--- src/rtl/crc32_stream_engine.sv ---
// rtl/crc32_stream_engine.sv - streaming CRC-32 engine with valid/ready word input and registered result port
// Optional final XOR mask enabled by defining CRC32_FINAL_XOR_EN.
`timescale 1ns/1ps

module crc32_comb (
   input  logic [31:0] crcIn,
   input  logic [31:0] data,
   output logic [31:0] crcOut
);
   localparam logic [31:0] POLY = 32'h04C11DB7;

   logic [31:0] work;

   // Word width equals CRC width, so feeding data MSB-first reduces to shifting crcIn ^ data.
   always_comb begin
      work = crcIn ^ data;
      for (int i = 0; i < 32; i++) begin
         work = work[31] ? ({work[30:0], 1'b0} ^ POLY) : {work[30:0], 1'b0};
      end
      crcOut = work;
   end
endmodule

module crc32_stream_engine #(
   parameter logic [31:0] INIT_VALUE = 32'hFFFF_FFFF,
   parameter logic [31:0] XOR_OUT    = 32'hFFFF_FFFF,
   parameter int          CNT_W      = 16
) (
   input  logic             clk,
   input  logic             rst_n,
   input  logic             abort,
   input  logic             s_valid,
   output logic             s_ready,
   input  logic [31:0]      s_data,
   input  logic             s_last,
   output logic             m_valid,
   input  logic             m_ready,
   output logic [31:0]      m_crc,
   output logic [CNT_W-1:0] m_words,
   output logic             busy
);
   typedef enum logic {IDLE, ACCUM} state_t;

   state_t           stateQ;
   logic [31:0]      crcQ;
   logic [31:0]      nxtCrc;
   logic [31:0]      finCrc;
   logic [CNT_W-1:0] cntQ;
   logic [CNT_W-1:0] cntInc;
   logic             acc;

   crc32_comb uCrc (
      .crcIn  (crcQ),
      .data   (s_data),
      .crcOut (nxtCrc)
   );

`ifdef CRC32_FINAL_XOR_EN
   assign finCrc = nxtCrc ^ XOR_OUT;
`else
   localparam logic [31:0] unusedXorOut = XOR_OUT;
   assign finCrc = nxtCrc;
`endif

   assign s_ready = !m_valid || m_ready;
   assign acc     = s_valid && s_ready && !abort;
   assign cntInc  = (&cntQ) ? cntQ : cntQ + 1'b1;
   assign busy    = (stateQ == ACCUM);

   // cntQ is zero in IDLE, so cntInc also yields the 1-word count there.
   always_ff @(posedge clk or negedge rst_n) begin
      if (!rst_n) begin
         stateQ  <= IDLE;
         crcQ    <= INIT_VALUE;
         cntQ    <= '0;
         m_valid <= 1'b0;
         m_crc   <= '0;
         m_words <= '0;
      end else begin
         if (abort) begin
            stateQ <= IDLE;
            crcQ   <= INIT_VALUE;
            cntQ   <= '0;
         end else if (acc) begin
            if (s_last) begin
               stateQ <= IDLE;
               crcQ   <= INIT_VALUE;
               cntQ   <= '0;
            end else begin
               stateQ <= ACCUM;
               crcQ   <= nxtCrc;
               cntQ   <= cntInc;
            end
         end

         // Result register runs beside the FSM; a new load wins over the consume.
         if (acc && s_last) begin
            m_valid <= 1'b1;
            m_crc   <= finCrc;
            m_words <= cntInc;
         end else if (m_ready) begin
            m_valid <= 1'b0;
         end
      end
   end
endmodule
--- config.mk ---
export PLATFORM = sky130hd
export DESIGN_NAME = crc32_stream_engine
export DESIGN_NICKNAME = d
export VERILOG_FILES = /design/src/rtl/crc32_stream_engine.sv
export SDC_FILE = /design/constraint.sdc
export NUM_CORES = 1
export LEC_CHECK = 0
export CORE_UTILIZATION = 32
export CTS_BUF_LIST = sky130_fd_sc_hd__clkbuf_8
export CTS_CLUSTER_SIZE = 10
export DETAILED_ROUTE_END_ITERATION = 6
export PLACE_DENSITY = 0.62
export SYNTH_ARGS = -nofsm -noshare
export SYNTH_HDL_FRONTEND = slang
export SYNTH_SLANG_ARGS = --single-unit
--- constraint.sdc ---
create_clock -name clk -period 9.5 [get_ports clk]
set_input_delay 1.9 -clock clk [delete_from_list [all_inputs] [get_ports clk]]
set_output_delay 1.9 -clock clk [all_outputs]
set_load 0.02 [all_outputs]
==> PnR_summary.wiki <==
{| class="wikitable"
! Metric !! Value
|-
| Result of the run || finished clean
|-
| R2R Path End || crcQ[16]$_DFFE_PN1P_
|-
| Area of the die || 0.0227 mm2
|-
| Final routed wirelength across all metal layers || 18900 um
|-
| Layer with the highest usage || met2
|-
| Die height || 151 um
|-
| Buffer count from post-CTS setup fixing || 0
|-
| CP delay by family, top || XOR/XNOR gates
|-
| GRT met3 Usage || 1.79%
|-
| Cells along the critical path || clkdlybuf4s50_1 -> xnor2_1 -> xnor2_1 -> xor2_1 -> xor3_2 -> xnor3_1 -> xor2_2 -> xnor3_2 -> xnor2_1 -> o21ai_1
|-
| Worst reg2reg setup slack || 5230 ps
|-
| Post-synthesis instance area || 0.00708 mm2
|-
| Total vias in the final route || 4767
|-
| Number of I/O pins || 89
|-
| Count of flip-flops with a built-in enable after synthesis || 0
|-
| Fmax || 171 MHz
|-
| Reported max-cap violation count || 0
|-
| Maximum number of pins on one net before global-route repair || 69
|-
| CTS Buf Count || 9
|-
| Number of register bits inferred by synthesis || 98
|-
| Slew at the pin closest to its max-slew limit || 824 ps
|-
| Element type at the critical path end || flip-flop
|-
| Root buf cell || clkbuf_8
|-
| Post-CTS sizing || 0
|-
| Primary FF master, synth || dfrtp_1
|-
| Quantity of I/O buffers inserted on ports || 88
|-
| Clock latency on the worst-skew pair || 390 ps
|-
| Global placer's final weighted congestion || 0.933
|-
| Final antenna-violating net count || 0
|-
| Starting DRT DRC Count || 301
|-
| Post-layout nets || 765
|-
| Fin crit share || 61.4%
|-
| Diodes inserted || 0
|-
| Initial antenna violation count || 0
|-
| Grt total ovfl || 0
|-
| Ys async rst share || 100%
|-
| Max stage delay on crit path || 680 ps
|-
| Sink Count || 98
|-
| Max H-tree Level || 3
|-
| Number of global-route vias before repair || 4852
|-
| Signal arrival time at the worst endpoint || 6090 ps
|-
| Count of final setup violators || 0
|-
| Startpoint types || input port
|-
| Fill cells || 2185
|-
| Synthesized area per cell || 10.9 um2
|-
| RSZ-0062 raised after global routing || no
|-
| Buffer levels on the longest clock path || 2
|-
| Most numerous cell on the critical path || xnor2_1
|-
| Largest fanout on the critical path || 6
|-
| Area growth from synthesis to final layout || 19.4%
|-
| DRC Markers || 0
|-
| Number of max-slew violations in the final report || 0
|-
| Clock period minus final worst setup slack || 5830 ps
|-
| Seq/Total Area, Yosys || 35.2%
|-
| Initial standard-cell utilization of the core || 32.5%
|-
| Endpoint, Worst Hold || m_crc[20]$_DFFE_PN0P_
|-
| FF/Latch Area || 0.00249 mm2
|-
| Die W || 151 um
|-
| TritonCTS clock tree || yes
|-
| Critical Setup Path Class || in2reg
|-
| Overall routing resource usage || 17.4%
|-
| Warning count from the yosys run || 0
|-
| Post-synthesis cell type count || 37
|-
| Core region area || 0.0218 mm2
|-
| Count of hold-fix buffers inserted at cts || 0
|-
| Setup TNS after final layout || 0 ps
|-
| Number of search-and-repair iterations in the first detailed-routing pass || 5
|-
| Met1 Resource Use GR || 25.6%
|-
| Worst setup path start || s_data[22]
|-
| Standard-cell rows || 54
|-
| Max-slew headroom || 44.6%
|-
| GR met2 Demand/Resource || 26.9%
|-
| Area of the multi-input gates || 0.00449 mm2
|-
| Mapped Nets || 686
|-
| Logic depth of the worst register-to-register path || 9
|-
| CP bufs+invs || 1
|-
| First-pass GRT wire length || 29100 um
|-
| Via density || 4.72
|-
| HPWL after DPL || 14400 um
|-
| WL/cell || 18.6 um
|-
| Worst min path class || reg2reg
|-
| Instance count of the mapped netlist || 647
|-
| Number of failing hold endpoints at the final stage || 0
|-
| CP max-delay cell || xnor2_1
|-
| Required time of the critical path || 9750 ps
|-
| Setup clock skew after layout || 13.7 ps
|-
| Reg clk slew, reported paths || 100 ps
|-
| Fraction of final layout cells sized beyond drive strength 1 || 12.4%
|-
| Startpoint of the worst hold path || m_crc[20]$_DFFE_PN0P_
|-
| Fraction of the core area covered by cells at the end of the flow || 38.8%
|-
| Number of stages on the worst hold path || 2
|-
| Launch instance of the worst register-to-register path || crcQ[24]$_DFFE_PN1P_
|-
| Final cell count without fillers || 1011
|-
| Placed Cells || 995
|}
==> cell type report <==
class	instances	area share, %
Timing Repair Buffer	92	10.8
Tap cell	280	4.15
Clock buffer	9	1.47
Sequential cell	98	29.5
Multi-Input combinational cell	523	53.2
Clock inverter	7	0.830
Inverter	2	0.0889
==> kinds of logic (layout without fill, tap and decap cells) <==
group,Yosys count,count (layout),share of synthesized area [%]
simple gates,133,133,7.78
fa+ha+maj,1,1,0.177
buf+inv,26,110,1.38
flops,98,98,35.2
mux,3,3,0.442
xor+xnor,271,271,46.2
compound gates,115,115,8.77
==> cell usage in the layout (no fill, tap or decap), types with 2 or more instances in the layout <==
cell type	n
xnor2_1	159
clkdlybuf4s50_1	87
nand2_1	69
dfrtp_1	66
o21ai_0	48
nor2_1	41
xor2_1	41
a21oi_1	40
xnor3_1	32
dfstp_2	32
xnor2_2	14
o21ai_1	12
clkbuf_8	9
xor2_2	7
xnor2_4	7
o31ai_1	5
buf_4	5
xor3_1	4
xnor3_2	4
and3_1	4
nand3_1	4
nand4_1	4
inv_1	4
a22o_1	4
xor3_2	3
nand2b_1	2
or3_1	2
or2_2	2
mux2i_1	2
a21o_1	2
==> cell usage after synthesis, types with 5 or more instances <==
cell type	count	share of area [%]
dfrtp_1	66	23
dfstp_2	32	12
o31ai_1	5	0.53
xor2_1	41	5.1
xnor2_4	7	2.7
xnor2_2	14	3.2
xnor3_1	32	10
nand2_1	70	3.7
o21ai_0	48	3.4
nor2_1	41	2.2
clkbuf_1	24	1.3
o21ai_1	12	0.85
xor2_2	7	1.6
a21oi_1	40	2.8
xnor2_1	159	20
==> state kept, by name, indices dropped and copies added, names as in the netlist <==
signal and cells:
crcQ 32, m_crc 32, cntQ 16, m_words 16, busy 1, m_valid 1
==> stage by stage <==
step	setup slack (ps)	area, um2	hold WS, ps
after floorplan	4510	7080	487
after global placement	3250	8250	462
after detailed placement	3310	8250	470
after CTS	3700	8450	495
after global routing	3520	8450	516
final	3670	8450	484
==> per-layer routing <==
metal / wire length (um) / vias up
met5: 0 / -
met4: 249 / 0
met3: 656 / 17
met2: 8640 / 104
met1: 9310 / 2359
li1: - / 2287
==> tightest hold or removal path, stage by stage (launching register included) <==
cell and delay, ps:
dfrtp_1 350, nand2_1 40, o21ai_0 60
==> how the worst max path moves through the flow <==
stage / end / slack [ps] / cells past startpoint
floorplan: crcQ[16]$_DFFE_PN1P_ / 4510 / 9
global placement: crcQ[16]$_DFFE_PN1P_ / 3250 / 10
detailed placement: m_crc[5]$_DFFE_PN0P_ / 3310 / 10
CTS: m_crc[5]$_DFFE_PN0P_ / 3700 / 10
global route: m_crc[5]$_DFFE_PN0P_ / 3520 / 10
finish: m_crc[5]$_DFFE_PN0P_ / 3670 / 10
Power is not shown: default switching activity piles up to over one toggle a cycle in this logic, so the estimate is an artifact.
